===== src/rtl/act_mac_quant.sv =====
// One conv/MLP lane: multiply-accumulate NUM_MACS activation*weight products onto a bias,
// then requantize (rounding shift, optional ReLU, saturation) to one output activation.
module act_mac_quant #(
  parameter int ACT_WIDTH = 8,
  parameter int WGT_WIDTH = 8,
  parameter int ACC_WIDTH = 32,
  parameter int LEN_WIDTH = 16,
  parameter int OUT_WIDTH = 8
) (
  input  logic                 CLK,
  input  logic                 RESETN,
  input  logic                 START,
  input  logic [LEN_WIDTH-1:0] NUM_MACS,
  input  logic [ACC_WIDTH-1:0] BIAS,
  input  logic [4:0]           SHIFT,
  input  logic                 RELU_EN,
  input  logic [ACT_WIDTH-1:0] IN_ACT_DATA,
  input  logic                 IN_ACT_VALID,
  input  logic [WGT_WIDTH-1:0] WGT_DATA,
  input  logic                 WGT_VALID,
  output logic [OUT_WIDTH-1:0] OUT_DATA,
  output logic                 OUT_VALID,
  output logic [ACC_WIDTH-1:0] ACC_OUT,
  output logic                 BUSY,
  output logic                 ERR
);

  // state | meaning
  // IDLE  | waiting for START; any valid here is a protocol error
  // ACCUM | accepting aligned act/wgt beats, folding registered products into acc
  // DRAIN | folding the final registered product into acc
  // QUANT | requantizing acc and publishing OUT_DATA/ACC_OUT
  typedef enum logic [1:0] {IDLE, ACCUM, DRAIN, QUANT} state_t;

  localparam int PROD_WIDTH = ACT_WIDTH + WGT_WIDTH;
  localparam logic signed [OUT_WIDTH-1:0] OUT_MAX = {1'b0, {(OUT_WIDTH-1){1'b1}}};
  localparam logic signed [OUT_WIDTH-1:0] OUT_MIN = {1'b1, {(OUT_WIDTH-1){1'b0}}};

  state_t state_q, state_d;
  logic signed [ACC_WIDTH-1:0]  acc_q, acc_d;
  logic [LEN_WIDTH-1:0]         count_q, count_d;
  logic [LEN_WIDTH-1:0]         num_macs_q, num_macs_d;
  logic signed [PROD_WIDTH-1:0] prod_q, prod_d;
  logic                         prod_v_q, prod_v_d;
  logic [4:0]                   shift_q, shift_d;
  logic                         relu_q, relu_d;
  logic [OUT_WIDTH-1:0]         out_data_q, out_data_d;
  logic [ACC_WIDTH-1:0]         acc_out_q, acc_out_d;
  logic                         out_valid_q, out_valid_d;
  logic                         err_q, err_d;

  logic                         beat;
  logic                         last_beat;
  logic signed [PROD_WIDTH-1:0] prod_calc;
  logic signed [ACC_WIDTH:0]    rnd, r_sum, r_shr, r_relu;
  logic [OUT_WIDTH-1:0]         q_sat;

  assign beat      = IN_ACT_VALID && WGT_VALID;
  assign last_beat = beat && ((count_q + LEN_WIDTH'(1)) == num_macs_q);

  always_ff @(posedge CLK) begin
    if (!RESETN) begin
      state_q     <= IDLE;
      acc_q       <= '0;
      count_q     <= '0;
      num_macs_q  <= '0;
      prod_q      <= '0;
      prod_v_q    <= 1'b0;
      shift_q     <= '0;
      relu_q      <= 1'b0;
      out_data_q  <= '0;
      acc_out_q   <= '0;
      out_valid_q <= 1'b0;
      err_q       <= 1'b0;
    end else begin
      state_q     <= state_d;
      acc_q       <= acc_d;
      count_q     <= count_d;
      num_macs_q  <= num_macs_d;
      prod_q      <= prod_d;
      prod_v_q    <= prod_v_d;
      shift_q     <= shift_d;
      relu_q      <= relu_d;
      out_data_q  <= out_data_d;
      acc_out_q   <= acc_out_d;
      out_valid_q <= out_valid_d;
      err_q       <= err_d;
    end
  end

  always_comb begin
    state_d = state_q;
    case (state_q)
      IDLE:    if (START) state_d = (NUM_MACS == '0) ? DRAIN : ACCUM;
      ACCUM:   if (last_beat) state_d = DRAIN;
      DRAIN:   state_d = QUANT;
      QUANT:   state_d = IDLE;
      default: state_d = IDLE;
    endcase
  end

  // Rounding add is done one bit wider than acc so the round-half-up term cannot overflow.
  always_comb begin
    prod_calc = PROD_WIDTH'($signed(IN_ACT_DATA)) * PROD_WIDTH'($signed(WGT_DATA));
    rnd       = (shift_q == 5'd0) ? '0 : ((ACC_WIDTH+1)'(1) << (shift_q - 5'd1));
    r_sum     = $signed({acc_q[ACC_WIDTH-1], acc_q}) + rnd;
    r_shr     = r_sum >>> shift_q;
    r_relu    = (relu_q && (r_shr < 0)) ? '0 : r_shr;
    if (r_relu > (ACC_WIDTH+1)'(OUT_MAX))      q_sat = OUT_MAX;
    else if (r_relu < (ACC_WIDTH+1)'(OUT_MIN)) q_sat = OUT_MIN;
    else                                       q_sat = r_relu[OUT_WIDTH-1:0];
  end

  always_comb begin
    acc_d       = acc_q;
    count_d     = count_q;
    num_macs_d  = num_macs_q;
    prod_d      = prod_q;
    prod_v_d    = prod_v_q;
    shift_d     = shift_q;
    relu_d      = relu_q;
    out_data_d  = out_data_q;
    acc_out_d   = acc_out_q;
    out_valid_d = 1'b0;
    err_d       = err_q;
    case (state_q)
      IDLE: begin
        if (START) begin
          num_macs_d = NUM_MACS;
          acc_d      = BIAS;
          shift_d    = SHIFT;
          relu_d     = RELU_EN;
          count_d    = '0;
          prod_v_d   = 1'b0;
          err_d      = 1'b0;
        end
        // A stray beat in the START cycle still flags, overriding the clear.
        if (IN_ACT_VALID || WGT_VALID) err_d = 1'b1;
      end
      ACCUM: begin
        if (prod_v_q) acc_d = acc_q + ACC_WIDTH'(prod_q);
        prod_v_d = beat;
        if (beat) begin
          prod_d  = prod_calc;
          count_d = count_q + LEN_WIDTH'(1);
        end
        if (IN_ACT_VALID ^ WGT_VALID) err_d = 1'b1;
      end
      DRAIN: begin
        if (prod_v_q) acc_d = acc_q + ACC_WIDTH'(prod_q);
        prod_v_d = 1'b0;
        if (IN_ACT_VALID || WGT_VALID) err_d = 1'b1;
      end
      QUANT: begin
        out_data_d  = q_sat;
        acc_out_d   = acc_q;
        out_valid_d = 1'b1;
        if (IN_ACT_VALID || WGT_VALID) err_d = 1'b1;
      end
      default: ;
    endcase
  end

  always_comb begin
    BUSY      = (state_q != IDLE);
    OUT_DATA  = out_data_q;
    OUT_VALID = out_valid_q;
    ACC_OUT   = acc_out_q;
    ERR       = err_q;
  end

endmodule


===== config.mk =====
export PLATFORM = sky130hd
export DESIGN_NAME = act_mac_quant
export DESIGN_NICKNAME = d
export VERILOG_FILES = /design/src/rtl/act_mac_quant.sv
export SDC_FILE = /design/constraint.sdc
export NUM_CORES = 1
export LEC_CHECK = 0
export BUFFER_PORTS_ARGS = -buffer_cell sky130_fd_sc_hd__buf_2
export CORE_UTILIZATION = 67
export DETAILED_ROUTE_END_ITERATION = 6
export HOLD_SLACK_MARGIN = 0.15
export PLACE_DENSITY = 0.88
export SYNTH_ARGS = -nofsm -noshare
export SYNTH_HDL_FRONTEND = slang
export SYNTH_SLANG_ARGS = --single-unit
export TNS_END_PERCENT = 20

===== constraint.sdc =====
create_clock -name CLK -period 11.95 [get_ports CLK]
set_input_delay 0.5975 -clock CLK [delete_from_list [all_inputs] [get_ports CLK]]
set_output_delay 0.5975 -clock CLK [all_outputs]
set_load 0.02 [all_outputs]

==> reports/metrics.cfg <==
[status]
status = finished with violations
failed_checks = design-rule violations

[timing]
report.final.setup_viol = 0
fin_hold_ws_ns = 0.398
tightest_slew_ns = 1.15
finalHoldViolCount = 0
fin_skew_ns = 0.0118
finalCritPeriodShare_pct = 56.1
slew_viol_final = 0
tns_ns = 0
fmax_ghz = 0.149
rsz0062_at_grt = false
slew-limit-headroom_pct = 23.2
min_period_ns = 6.70

[critical_path]
worst-endpoint-arrival_ns = 6.98
startpoint = shift_q[2]
cp_max_fo = 41
cp_slowest_cell = nor2_1
path_class = reg -> reg
worst_path_largest_cell_delay_ns = 0.57
crit_path_end_kind = flop
start_kind = flop
regToRegStartpoint = shift_q[2]
required_ns = 12.24
crit_chain = buf_4 > inv_1 > nor2_1 > nand2_1 > nor2_1 > ha_1 > a21oi_1 > o21ai_1 > a21oi_1 > nor2_1 > o31a_1 > a2111oi_4 > or3_1 > nand2_4 > a211oi_1 > nand3_1 > nor4_1 > a21oi_1 > nor3_4 > o32ai_1

[yosys]
yosysSeqAreaShare_pct = 18.3
synth_area_leaders = dfxtp_1 18%, ha_1 8.8%, fa_1 8.0%, mux2i_1 5.6%, nor2_1 5.6%
ys_ff_latch = 131
synth_largest_area_cell = dfxtp_1
synth_most_common_cell = nor2_1
synthTopCellsByCount = 213 x nor2_1, 189 x nand2_1, 148 x a21oi_1, 131 x dfxtp_1, 109 x inv_1
synth-edff-count = 0
synthCells = 1876
async_reset_ff_share_pct = 0
synthesis.area_um2 = 14300
ys_types = 93
synth_ff_type = dfxtp_1
synth_fp_nets = 2109
synth_top_area_share_pct = 18.3
yosysWarningCount = 0
synth_area_per_cell_um2 = 7.64

[clocking]
cts_buffers = 17
clockBufferDepth = 2
root_buffer = clkbuf_16
postCtsHoldBufs = 0
clkSlewWorstSetupHoldPaths_ns = 0.07
cts_resized = 0
cts_tree = done
cts_sinks = 131
cts_setup_buffers = 0
clk_latency_ns = 0.44
htreeDepth = 4

[final_layout]
drive_gt1_share_pct = 11.1
final_util_pct = 73.7
fillCellCount = 1524
syn_to_final_growth_pct = 8.15
multi_input_area_um2 = 10900
seqCellArea_um2 = 2620
layout.nets = 2152
post_layout_nonfiller_instances = 2207
diodes = 0

[detailed_routing]
vias_per_cell = 6.50
drt_wl_total_um = 41900
drt_pass1_iterations = 7
remaining_drc_errors = 8
ant_nets = 0
avgRoutedWirePerCell_um = 19.0
num_vias = 14340
drt_iter0_markers = 1398

[floorplanning]
fp.dieH_um = 148
fp-row-count = 53
core_area_um2 = 21000
die_w_um = 148
die_area_um2 = 22000
ios = 118
start_util_pct = 68.2

[placement]
port_buffers = 117
dp_cells = 2175
post-dp-hpwl_um = 31300
globalplace.congestion = 0.992

[pwr]
fin_total_pwr_uw = 2990
ir_drop_mv = 0.143
powerDensity_nw_per_um2 = 193
leakagePower_uw = 0.00671

[global_routing]
antenna_found_initial = 0
gr-usage-all-layers_pct = 38.2
first_global_vias = 13610
grt.overflow.total = 0
grt_pass1_wl_um = 67800
grt_max_degree = 102

[run]
max-cap-violations = 0

[min_path]
hold_class = in -> reg
min_from = SHIFT[3]

[sequential cells by signal, indices dropped and copies added (netlist names)]
| name | flops |
|---|---|
| relu_q | 1 |
| state_q | 2 |
| count_q | 16 |
| shift_q | 5 |
| acc_q | 32 |
| num_macs_q | 16 |
| prod_v_q | 1 |
| OUT_VALID | 1 |
| OUT_DATA | 8 |
| prod_q | 16 |
| ERR | 1 |
| ACC_OUT | 32 |
[worst paths after layout]
| check | to | slack [ns] | depth (start not counted) |
|---|---|---|---|
| max | OUT_DATA[4] | 5.25 | 20 |
| min | shift_q[3] | 0.40 | 3 |
| min reg2reg | prod_q[6] | 0.45 | 2 |
| max reg2reg | OUT_DATA[4] | 5.25 | 20 |
[layout make-up]
class,instances,area share [%]
inverters,112,2.72
well taps,275,2.22
flip-flops and latches,131,16.9
multi-input cells,1529,70.0
clock inverters,15,1.05
clock buffers,17,2.75
repair buffers,128,4.31
[per-layer routing]
layer / vias up / wire length, um / track usage, %
li1: 6798 / - / -
met1: 6787 / 17200 / 47.3
met2: 626 / 20300 / 66.2
met3: 129 / 2760 / 5.21
met4: 0 / 1640 / 17.1
met5: - / 0 / 0
[layout by cell type (no fill, tap or decap), types with 7 or more instances in the layout]
cell type  synthesis  routed
nand4_1           18      18
a211oi_1          49      49
xor2_1            17      17
inv_1            109     108
dfxtp_1          131     131
o21bai_1           9       9
fa_1              57      57
buf_2             13     117
o21ai_0           89      89
mux2i_1           80      80
nand2b_1          19      19
a211o_1            7       7
a21o_1            31      31
clkbuf_16          0      17
o31ai_1           10      10
and2_1            55      55
nor3_1            45      45
o21a_1            14      14
buf_4              0      11
mux2_2             7       7
and3_1            16      16
o32ai_1           10      10
a21oi_1          148     148
o21ai_1           11      11
ha_1             101     100
mux4_2            10      10
nand3_1           44      44
nor2b_1           21      21
nor2_1           213     212
or3_1             14      14
a31oi_1           13      13
xnor2_1           69      69
nand2_1          189     189
o211ai_1          23      23
nor4_1            13      13
[power by group]
part	switching, uW	internal, uW
Combinational	1140	712
Sequential	90.0	514
Clock	248	279
Total	1480	1510
[through the flow]
step | cell area (um2) | setup WS (ns)
2_1_floorplan | 14300 | 6.52
6_report | 15500 | 5.25
3_3_place_gp | 14900 | 5.57
4_1_cts | 15500 | 5.49
3_5_place_dp | 14900 | 5.53
5_1_grt | 15500 | 4.73
[worst max-delay path, delay by kind of cell (launching register included)]
family	cells	cell delay, ns
and+or+nand+nor	9	2.56
AOI/OAI and AO/OA	8	2.39
buffers and inverters	2	0.89
adders and majority gates	1	0.36
DFF	1	0.32
[logic make-up (layout without fill, tap and decap cells)]
family	after synthesis	after routing	synth area share, %
and+or+nand+nor	678	678	22.2
AOI/OAI and AO/OA	509	509	23.6
buffers and inverters	216	272	6.03
adders and majority gates	158	158	16.8
DFF	131	131	18.3
muxes	97	97	7.71
xor gates and xnor gates	86	86	5.26
other	1	1	0.0262
(Power assumes the default switching activity.)
